## src/rtl/grid_ascii_dumper.sv

```systemverilog
// rtl/grid_ascii_dumper.sv - renders the cell grid as ASCII rows over a valid/ready byte stream
module grid_ascii_dumper #(
   parameter int ROWS = 32,
   parameter int COLS = 8,
   parameter int ROW_W = 5,
   parameter logic [7:0] LIVE_CHAR = 8'h23,
   parameter logic [7:0] DEAD_CHAR = 8'h2E
) (
   input  logic             clk,
   input  logic             rst,
   input  logic             start,
   input  logic             abort,
   output logic             busy,
   output logic             done,
   output logic [ROW_W-1:0] row_sel,
   input  logic [COLS-1:0]  row_data,
   output logic [7:0]       out_byte,
   output logic             out_valid,
   input  logic             out_ready
);

   localparam int COL_W = (COLS > 1) ? $clog2(COLS) : 1;

   typedef enum logic [2:0] {IDLE, SETUP, CELLS, CR, LF} state_t;

   state_t           state, state_nxt;
   logic [COL_W-1:0] col;
   logic [COLS-1:0]  shadow;
   logic             done_nxt;
   logic             xfer;
   logic             last_row;
   logic             last_col;

   assign xfer     = out_valid && out_ready;
   assign last_row = (row_sel == ROW_W'(ROWS - 1));
   assign last_col = (col == COL_W'(COLS - 1));
   assign busy     = (state != IDLE);

   // Abort only takes effect at a byte boundary, so a pending byte is never retracted.
   always_comb begin
      state_nxt = state;
      done_nxt  = 1'b0;
      out_valid = 1'b0;
      out_byte  = 8'h00;
      case (state)
         IDLE: begin
            if (start) state_nxt = SETUP;
         end
         SETUP: begin
            state_nxt = abort ? IDLE : CELLS;
         end
         CELLS: begin
            out_valid = 1'b1;
            out_byte  = shadow[col] ? LIVE_CHAR : DEAD_CHAR;
            if (xfer) begin
               if (abort)         state_nxt = IDLE;
               else if (last_col) state_nxt = CR;
            end
         end
         CR: begin
            out_valid = 1'b1;
            out_byte  = 8'h0D;
            if (xfer) state_nxt = abort ? IDLE : LF;
         end
         LF: begin
            out_valid = 1'b1;
            out_byte  = 8'h0A;
            if (xfer) begin
               if (abort) begin
                  state_nxt = IDLE;
               end else if (last_row) begin
                  state_nxt = IDLE;
                  done_nxt  = 1'b1;
               end else begin
                  state_nxt = SETUP;
               end
            end
         end
         default: state_nxt = IDLE;
      endcase
   end

   always_ff @(posedge clk) begin
      if (rst) begin
         state   <= IDLE;
         done    <= 1'b0;
         row_sel <= '0;
         col     <= '0;
         shadow  <= '0;
      end else begin
         state <= state_nxt;
         done  <= done_nxt;
         if (state == IDLE && start)
            row_sel <= '0;
         // Shadowing the row makes the emitted bytes immune to grid updates mid-row.
         if (state == SETUP) begin
            shadow <= row_data;
            col    <= '0;
         end
         if (state == CELLS && xfer && !last_col)
            col <= col + COL_W'(1);
         if (state == LF && xfer && !abort && !last_row)
            row_sel <= row_sel + ROW_W'(1);
      end
   end

endmodule

```

## config.mk

```make
export PLATFORM = sky130hd
export DESIGN_NAME = grid_ascii_dumper
export DESIGN_NICKNAME = d
export VERILOG_FILES = /design/src/rtl/grid_ascii_dumper.sv
export SDC_FILE = /design/constraint.sdc
export NUM_CORES = 1
export LEC_CHECK = 0
export CORE_ASPECT_RATIO = 0.9
export CORE_UTILIZATION = 45
export DETAILED_ROUTE_END_ITERATION = 6
export DONT_BUFFER_PORTS = 1
export PLACE_DENSITY = 0.6
export SKIP_LAST_GASP = 1
export SLEW_MARGIN = 20
export SYNTH_ARGS = -nofsm -noshare
export SYNTH_HDL_FRONTEND = slang
export SYNTH_SLANG_ARGS = --single-unit
export TNS_END_PERCENT = 50
```

## constraint.sdc

```tcl
create_clock -name clk -period 3.59 [get_ports clk]
set_input_delay 0.718 -clock clk [delete_from_list [all_inputs] [get_ports clk]]
set_output_delay 0.718 -clock clk [all_outputs]
set_load 0.05 [all_outputs]
```

# --- Word level (Yosys, flattened, before mapping) ---
# Index checks and enable logic that the tools add are counted.
word_totals:
  inputBits: 13
  out_inout_bits: 16
  reg_bits: 20
classes:
  n_reduce_logical: 17
  eq_ne: 11
  magnitude_cmp: 1
  bitwise: 2
  n_mux: 21
  add_sub_neg: 2
op_table:
  columns: ["cell", "count"]
  rows:
  - ["two-way mux 3 bit", 9]
  - ["case mux 6 bit (3 select lines)", 1]
  - ["case mux 3 bit (5 select lines)", 1]
  - ["two-way mux 5 bit", 2]
  - ["inequality test 2 bit, second input constant", 4]
  - ["logical AND 1 bit", 7]
  - ["== test 3 x 2 -> 1 bit, second input constant", 2]
  - ["== test 3 bit, second input constant", 2]
  - ["adder 5 x 1 -> 5 bit, second input constant", 1]
  - ["== test 5 bit, second input constant", 1]
  - ["two-way mux 1 bit", 5]
  - ["AND reduction 5 bit", 1]
  - ["< comparator 3 x 4 -> 1 bit, second input constant", 1]
  - ["two-way mux 4 bit", 1]
  - ["nonzero test 2 bit", 2]
  - ["OR reduction 4 bit", 1]
  - ["adder 3 x 1 -> 3 bit, second input constant", 1]
  - ["binary-select mux 1 bit (select 3 bit)", 1]
  - ["== test 3 x 1 -> 1 bit, second input constant", 1]
  - ["zero test 1 bit", 3]
  - ["zero test 3 bit", 1]
  - ["inequality test 3 bit, second input constant", 1]
  - ["nonzero test 3 bit", 1]
  - ["OR reduction 3 bit", 1]
  - ["2 further kinds", 3]

# --- Longest topological paths before layout ---
# Gate-level depths: netlist (run 1).
logic_depth:
  ltp_word: 8
  mapped_depth: 6

# --- Worst setup path before layout (run 1) ---
# OpenSTA, ideal clock, no wires.
synth_timing:
  path_type: "register to output"
  from: "register state[1]"
  to: "output out_byte[5]"
  stages_incl_launch_ff: 3
  n_path_buf: 1
  slack_ps: 981
  required_ps: 2872
  t_arrival_ps: 1891
  path_cell_list: "dfxtp_1 > clkbuf_1 > nor3b_1"
synth_between:
  elab_chain_len: 2
synth_lines:
  columns: ["item", "line_no", "text"]
  rows:
  - ["start, declared", "26", "state_t state, state_nxt;"]
  - ["start signal, assigned", "91", "state <= state_nxt;"]
  - ["== test 3 bit / == test 3 x 2 -> 1 bit (equally long branches)", "45", "case (state)"]
  - ["case mux 6 bit (3 select lines) *", "45", null]
  - ["end, declared", "17", "output logic [7:0] out_byte,"]
# Every way passes the cells marked *; elsewhere a longest branch is shown, timed or not.

# --- Worst setup path after layout (run 1) ---
layout_timing:
  from: "register state[2]"
  to: "output out_byte[3]"
# The elaborated chain is that of the path after synthesis.

==> metrics, run 1 <==
Antenna Cells=0; Die Y-Extent=48.2 um; Root Driver=clkbuf_4; Worst-Skew Late Latency=0.29 ns; detail-routed via count per cell=5.74; initial core utilization=0.484; internal power=0.000305 W; final worst path period share=0.834; total die area=0.00257 mm^2; Final Non-Filler Cells=145; Sw Pwr=0.000111 W; Synth warnings=0; core area=0.00220 mm^2; DR WL/cell=14.2 um; flops & latches, synth=20; Fillers=224; RSZ-0062 raised after global routing=false; Placed Area=0.00107 mm^2; Pleak=0.422 nW; synthesized cell area=0.00107 mm^2; power density cells=375 mW/mm^2; Hold Path End=shadow[0]; Max-Cap Viols=0; Rows=16; detailed placement HPWL=1.54 mm; crit path capture type=output pin; hold path depth=2; CTS tree=yes; fin area=0.00111 mm^2; I/O Buffers=0; capturing point of the worst reg2reg path=row_sel[0]; Power Total=0.000416 W; Sw Share=0.266; Clock power frac=0.310; post-synthesis sequential area ratio=0.376; CTS Sinks=20; H-tree depth=1; relative slew slack=0.311; total I/O pin count=29; CTS buffer count=3; reg2reg path depth=5; fmax=334 MHz; drt drc=0; share of layout cells above drive strength 1=0.119; Worst R2R Start=row_sel[0]; Nets=136; Pins Over Slew Limit=0; chip width=53.3 um; min cycle time layout=3.00 ns; Worst-path clk slew=0.11 ns; Hold Vio Cnt, Final=0; final wirelength=2.06 mm; most frequent cells in the layout=dfxtp_1, nand2_1, a21oi_1; vias in the first global route=701; slew of the pin with the lowest slew margin=1.03 ns; Post-CTS Resized=0; Worst R2R Setup Slack=1.53 ns; Syn Inst Count=120; critical path arrival=2.28 ns; Setup Buffers After CTS=0; placed insts=141; Syn-to-layout area delta=3.99%; All-Layer GR Usage=0.176; Startpoint Class=register; worst-case clock buffer depth=2; Antenna Nets Post-Route=0; Cell variety after synth=35; most common cell after layout, fill and taps aside=dfxtp_1; Min-Delay Path Class=register to register; count of final setup violators=0; drt first-iter violations=15; crit path launch=state[2]; CP Max Fanout=12; setup tns final=0 ns; outcome=finished clean; Crit path required time=2.87 ns; detailed-router iteration count before antenna repair=4; IR drop worst, VDD=0.299 mV; Comb pwr share=0.126; largest net degree at the start of global routing=18; Overflow after GRT=0; antenna violations before repair=0; Setup CP Type=register to output pin; Post-CTS Hold Buffers=0; Placer Congestion=0.730; via count=833; skew final=0.00355 ns; Syn Area/Cell=8.88 um^2; first-pass GRT wire length=3.18 mm; Hold Path Origin=shadow[0]; sequential share of power=0.564
how the worst max path moves through the flow:
stage / end / slack (ns) / cells past startpoint
finish: out_byte[3] / 0.59 / 3
global route: out_byte[3] / 0.51 / 3
CTS: out_byte[3] / 0.59 / 3
detailed placement: out_byte[3] / 0.94 / 3
global placement: out_byte[3] / 0.97 / 3
floorplan: out_byte[5] / 0.98 / 2
sequential cells by signal, summed over array words and instances, names as in the netlist:
signal   cells
row_sel      5
state        3
shadow       8
col          3
done         1
power groups by stage:
| stage | combinational (W) | sequential [W] | clock [W] |
|---|---|---|---|
| 6_report | 0.0000525 | 0.000235 | 0.000129 |
| 5_1_grt | 0.0000573 | 0.000236 | 0.000142 |
| 4_1_cts | 0.0000530 | 0.000235 | 0.000134 |
| 3_5_place_dp | 0.0000528 | 0.000240 | 0 |
| 3_3_place_gp | 0.0000526 | 0.000239 | 0 |
| 2_1_floorplan | 0.0000539 | 0.000236 | 0 |
layer usage:
layer	wire, um	GRT usage
met5	0	0
met2	865	0.285
met1	1030	0.232
met4	15	0.0474
met3	146	0.0530
cells in the mapped netlist:
| library cell | instances | area (um^2) |
|---|---|---|
| buf_4 | 3 | 22.5 |
| or3b_1 | 1 | 8.76 |
| nand3b_1 | 1 | 7.51 |
| or3b_2 | 2 | 17.5 |
| xnor2_1 | 1 | 8.76 |
| or3_1 | 1 | 6.26 |
| o21a_1 | 2 | 15.0 |
| a21oi_1 | 15 | 75.1 |
| buf_2 | 2 | 10.0 |
| clkbuf_1 | 4 | 15.0 |
| nor2_1 | 2 | 7.51 |
| a2111oi_0 | 1 | 8.76 |
| o32a_1 | 1 | 10.0 |
| ha_1 | 4 | 50.1 |
| o311a_4 | 1 | 21.3 |
| mux4_2 | 2 | 45.0 |
| and4bb_2 | 1 | 12.5 |
| a21o_1 | 1 | 7.51 |
| a22o_1 | 3 | 26.3 |
| inv_1 | 3 | 11.3 |
| o311ai_0 | 3 | 26.3 |
| nand3_1 | 3 | 15.0 |
| or4b_2 | 1 | 10.0 |
| and3_1 | 1 | 6.26 |
| nor3b_1 | 3 | 22.5 |
| nor2b_1 | 4 | 25.0 |
| nand2b_1 | 6 | 37.5 |
| conb_1 | 1 | 3.75 |
| nor4bb_1 | 1 | 10.0 |
| o21ai_0 | 3 | 15.0 |
| nand2_1 | 18 | 67.6 |
| nor3_1 | 3 | 15.0 |
| mux2_4 | 1 | 15.0 |
| mux2i_1 | 1 | 10.0 |
| dfxtp_1 | 20 | 400 |
critical path, cell delays in order, from the launching register on:
cell	delay (ns)
dfxtp_1	0.54
or3b_1	0.51
nand2_1	0.43
o21a_1	0.50
layout make-up:
type / instances / area, um^2 / share of cell area
multi-input combinational: 90 / 619 / 0.559
sequential: 20 / 400 / 0.361
clock buffer: 4 / 36.3 / 0.0327
tap: 27 / 33.8 / 0.0305
inverter: 3 / 11.3 / 0.0102
timing repair buffer: 1 / 7.51 / 0.00677
metrics by stage:
step,worst slack [ns],hold slack [ns],util
4_1_cts,0.588,0.460,0.503
3_3_place_gp,0.967,0.439,0.487
2_1_floorplan,0.981,0.427,-
6_report,0.595,0.459,0.503
3_5_place_dp,0.940,0.442,0.487
5_1_grt,0.508,0.451,0.503
cell families (layout without fill, tap and decap cells):
family | Yosys count | after routing | share of synthesized area
AND/OR/NAND/NOR | 48 | 48 | 0.252
multiplexers | 4 | 4 | 0.0657
other | 1 | 3 | 0.00352
adder cells (fa/ha/maj) | 4 | 4 | 0.0470
AO/OA/AOI/OAI | 30 | 30 | 0.192
flip-flops | 20 | 20 | 0.376
buffers and inverters | 12 | 8 | 0.0552
XOR/XNOR | 1 | 1 | 0.00822
Power figures use the tool's default switching activity.
==> run 2, diff against run 1 <==
--- a/config.mk
+++ b/config.mk
@@ -9,7 +9,7 @@
 export CORE_UTILIZATION = 45
 export DETAILED_ROUTE_END_ITERATION = 6
 export DONT_BUFFER_PORTS = 1
-export PLACE_DENSITY = 0.6
+export PLACE_DENSITY = 0.62
 export SKIP_LAST_GASP = 1
 export SLEW_MARGIN = 20
 export SYNTH_ARGS = -nofsm -noshare
==> constraint.sdc (replaced) <==
create_clock -name clk -period 2.5 [get_ports clk]
set_input_delay 0.5 -clock clk [delete_from_list [all_inputs] [get_ports clk]]
set_output_delay 0.5 -clock clk [all_outputs]
set_load 0.05 [all_outputs]
==> metrics, run 2 (synthesis results as in run 1) <==
outcome=finished clean; initial core utilization=0.484; capturing point of the worst reg2reg path=row_sel[0]; drt first-iter violations=28; Hold Path Origin=rst; via count=887; critical path arrival=1.88 ns; CP peak stage delay=0.56 ns; total die area=0.00257 mm^2; Hold Vio Cnt, Final=0; relative slew slack=0.594; vias in the first global route=725; Nets=145; setup tns final=0 ns; Startpoint Class=register; power density cells=572 mW/mm^2; Setup Buffers After CTS=0; CP max-delay cell=dfxtp_1; Placer Congestion=0.786; final wirelength=2.15 mm; detail-routed via count per cell=5.76; RSZ-0062 raised after global routing=false; All-Layer GR Usage=0.188; most frequent cells in the layout=dfxtp_1, nand2_1, a21oi_1; CP Max Fanout=12; Worst-Skew Late Latency=0.31 ns; Die Y-Extent=48.2 um; largest net degree at the start of global routing=17; worst path cell trace=or3b_1 -> nand2_1 -> o21a_1 -> buf_12; antenna violations before repair=0; CTS tree=yes; Placed Area=0.00115 mm^2; Crit path required time=2.00 ns; skew final=0.00713 ns; Worst R2R Setup Slack=0.63 ns; top flop regs=shadow x8, row_sel x5; Overflow after GRT=0; Root Driver=clkbuf_4; fmax=420 MHz; IR drop worst, VDD=0.498 mV; I/O Buffers=0; most common cell after layout, fill and taps aside=dfxtp_1; H-tree depth=1; slew of the pin with the lowest slew margin=0.609 ns; reg2reg path depth=3; post-layout util=0.549; DR WL/cell=13.9 um; Pins Over Slew Limit=0; core area=0.00220 mm^2; Min-Delay Path Class=input pin to register; max FFs per register=8; largest register by flop count=shadow; Final Non-Filler Cells=154; detailed-router iteration count before antenna repair=4; detailed placement HPWL=1.56 mm; final worst path period share=0.952; worst hold slack=0.238 ns; worst-case clock buffer depth=2; min cycle time layout=2.38 ns; Syn-to-layout area delta=13.5%; drt drc=0; Max-Cap Viols=0; CTS buffer count=3; CTS Sinks=20; Setup CP Type=register to output pin; first-pass GRT wire length=3.37 mm; Pleak=0.481 nW; chip width=53.3 um; Worst R2R Start=state[2]; Rows=16; Antenna Nets Post-Route=0; hold path depth=1; placed insts=150; share of layout cells above drive strength 1=0.197; crit path capture type=output pin; Hold Path End=state[0]; count of final setup violators=0; Antenna Cells=0; fin area=0.00121 mm^2; total I/O pin count=29; Worst-path clk slew=0.12 ns
run 2: layout make-up:
class	instances	area (um^2)
Fill cell	210	992
Clock inverter	1	30.0
Sequential cell	20	402
Inverter	3	11.3
Multi-Input combinational cell	90	623
Clock buffer	3	22.5
Tap cell	27	33.8
Timing Repair Buffer	10	87.6
run 2: critical path: cells and delay by family (launching register included):
family / cells / cell delay (ns)
compound gates: 1 / 0.19
buf+inv: 1 / 0.15
flops: 1 / 0.56
simple gates: 2 / 0.67
run 2: stage by stage:
stage | worst slack (ns) | total power, W
5_1_grt | 0.0127 | 0.000725
6_report | 0.120 | 0.000692
3_5_place_dp | 0.390 | 0.000430
4_1_cts | 0.0187 | 0.000695
2_1_floorplan | 0.109 | 0.000416
3_3_place_gp | 0.425 | 0.000429
run 2: worst max-delay path by stage:
stage | slack (ns) | depth (start not counted) | startpoint | to
after floorplan | 0.11 | 2 | state[1] | out_byte[5]
after global placement | 0.43 | 4 | col[0] | out_byte[3]
after detailed placement | 0.39 | 4 | col[0] | out_byte[3]
after CTS | 0.02 | 4 | col[0] | out_byte[3]
after global routing | 0.01 | 4 | state[2] | out_byte[3]
final | 0.12 | 4 | state[2] | out_byte[3]
run 2: what timing repair did:
action | CTS | global route
resized for setup | 0 | 2
hold buffers | 0 | 0
setup endpoints to repair | 0 | 3
run 2: where the power goes:
| part | internal (W) | leakage, nW | total [W] | switching [W] |
|---|---|---|---|---|
| clock network | 0.000162 | 0.0279 | 0.000268 | 0.000106 |
| registers | 0.000327 | 0.163 | 0.000333 | 0.00000609 |
| logic | 0.0000316 | 0.291 | 0.0000905 | 0.0000589 |
| total | 0.000521 | 0.481 | 0.000692 | 0.000171 |
run 2: routing by layer:
metal,track usage,share of wire,vias to the layer above
li1,-,-,441
met1,0.248,0.49,406
met2,0.290,0.42,38
met3,0.0748,0.088,2
met4,0.0474,0.0061,0
met5,0,0,-
==> run 3, diff against run 2 <==
--- a/config.mk
+++ b/config.mk
@@ -5,10 +5,12 @@
 export SDC_FILE = /design/constraint.sdc
 export NUM_CORES = 1
 export LEC_CHECK = 0
+export ABC_AREA = 1
 export CORE_ASPECT_RATIO = 0.9
 export CORE_UTILIZATION = 45
 export DETAILED_ROUTE_END_ITERATION = 6
 export DONT_BUFFER_PORTS = 1
+export GPL_ROUTABILITY_DRIVEN = 0
 export PLACE_DENSITY = 0.62
 export SKIP_LAST_GASP = 1
 export SLEW_MARGIN = 20
==> metrics, run 3 <==
outcome=finished clean; Worst-Skew Late Latency=0.30 ns; post-synthesis sequential area ratio=0.341; Startpoint Class=register; detailed-router iteration count before antenna repair=4; largest register by flop count=shadow; Synth area leader=dfxtp_1; most frequent cells in the layout=nand2_1, dfxtp_1, inv_1; Root Driver=clkbuf_4; post-route setup slack=0.417 ns; count of final setup violators=0; most common cell in the netlist=nand2_1; fmax=480 MHz; chip width=55.8 um; number of flops mapped to enable cells by yosys=0; largest cells by area after synthesis=dfxtp_1, nand2_1, a21oi_1; Nets=182; Synth top area share=0.341; first-pass GRT wire length=4.14 mm; slew of the pin with the lowest slew margin=0.551 ns; top flop regs=shadow x8, row_sel x5; antenna violations before repair=0; Worst-path clk slew=0.12 ns; Pins Over Slew Limit=0; skew final=0.00792 ns; I/O Buffers=0; IR drop worst, VDD=0.700 mV; RSZ-0062 raised after global routing=false; Post-CTS Resized=0; worst-case clock buffer depth=2; total I/O pin count=29; flops & latches, synth=20; Max-Cap Viols=0; fin area=0.00125 mm^2; H-tree depth=1; area taken by multi-input logic gates=636 um^2; Die Y-Extent=50.5 um; largest net degree at the start of global routing=21; core area=0.00247 mm^2; Main synth FF type=dfxtp_1; CTS tree=yes; Cell variety after synth=28; vias in the first global route=904; Antenna Nets Post-Route=0; Rows=17; CTS buffer count=3; synth cell count leaders=nand2_1, dfxtp_1, inv_1; CP Max Fanout=5; via count=998; Post-CTS Hold Buffers=0; max FFs per register=8; Antenna Cells=0; initial core utilization=0.476; drt first-iter violations=18; final wirelength=2.32 mm; most common cell after layout, fill and taps aside=nand2_1; Crit path required time=2.00 ns; Overflow after GRT=0; CTS Sinks=20; detail-routed via count per cell=5.20; relative slew slack=0.632; Pleak=0.551 nW; Setup Buffers After CTS=0; Placed Area=0.00120 mm^2; Power Total=0.00140 W; Syn-to-layout area delta=6.72%; power density cells=1120 mW/mm^2; Synth warnings=0; min cycle time layout=2.08 ns; worst hold slack=0.235 ns; critical path arrival=1.58 ns; crit path capture type=output pin; DR WL/cell=12.1 um; detailed placement HPWL=1.83 mm; post-place setup slack=0.751 ns; Syn Area/Cell=7.29 um^2; All-Layer GR Usage=0.190; setup tns final=0 ns; synthesized cell area=0.00117 mm^2; drt drc=0; Hold Vio Cnt, Final=0; share of layout cells above drive strength 1=0.195; final worst path period share=0.833; Syn Inst Count=161; Min-Delay Path Class=input pin to register; total area of sequential cells=400 um^2; FFs w/ async S/R, synth=0; total die area=0.00282 mm^2; Setup CP Type=register to output pin; Fillers=245
## run 3: power breakdown
part           switching (W)  internal (W)  leakage, nW
Sequential         0.0000625      0.000390        0.163
Clock               0.000101      0.000162       0.0279
Combinational       0.000529      0.000157        0.360
Total               0.000693      0.000709        0.551
## run 3: cells by family (layout without fill, tap and decap cells)
| group | Yosys count | in the layout | synth area share |
|---|---|---|---|
| adders and majority gates | 4 | 4 | 0.0426 |
| AOI/OAI and AO/OA | 35 | 35 | 0.168 |
| DFF | 20 | 20 | 0.341 |
| buffers and inverters | 31 | 32 | 0.124 |
| and+or+nand+nor | 69 | 69 | 0.313 |
| xor gates and xnor gates | 1 | 1 | 0.00746 |
| other | 1 | 3 | 0.00320 |
## run 3: final timing paths
path,slack (ns),endpoint,start,cells past startpoint
hold / removal,0.23,row_sel[4],rst,1
setup / recovery,0.42,out_byte[2],state[2],5
setup reg to reg,0.76,row_sel[2],row_sel[0],10
hold reg to reg,0.46,shadow[4],shadow[4],2
## run 3: through the flow
stage                     std cells  utilization
after floorplan                 163            -
after global placement          188        0.486
after detailed placement        188        0.486
after CTS                       192        0.508
after global routing            192        0.508
final                           192        0.508
## run 3: area by class of cell
type | count | area share
Clock buffer | 3 | 0.0180
Clock inverter | 1 | 0.0240
Sequential cell | 20 | 0.320
Tap cell | 28 | 0.0280
Multi-Input combinational cell | 112 | 0.507
Inverter | 23 | 0.0729
Timing Repair Buffer | 5 | 0.0300
## run 3: metal layers
layer	share of wire	track usage	up-vias
met1	0.48	0.239	444
met2	0.44	0.297	29
met3	0.069	0.0747	2
met5	0	0	-
li1	-	-	523
met4	0.011	0.0650	0
## run 3: critical path, cell delays in order, from the launching register on
cell and delay [ns]:
dfxtp_1 0.42, inv_2 0.14, nand2_2 0.09, nor2_4 0.17, nand2_1 0.10, nand2_1 0.36
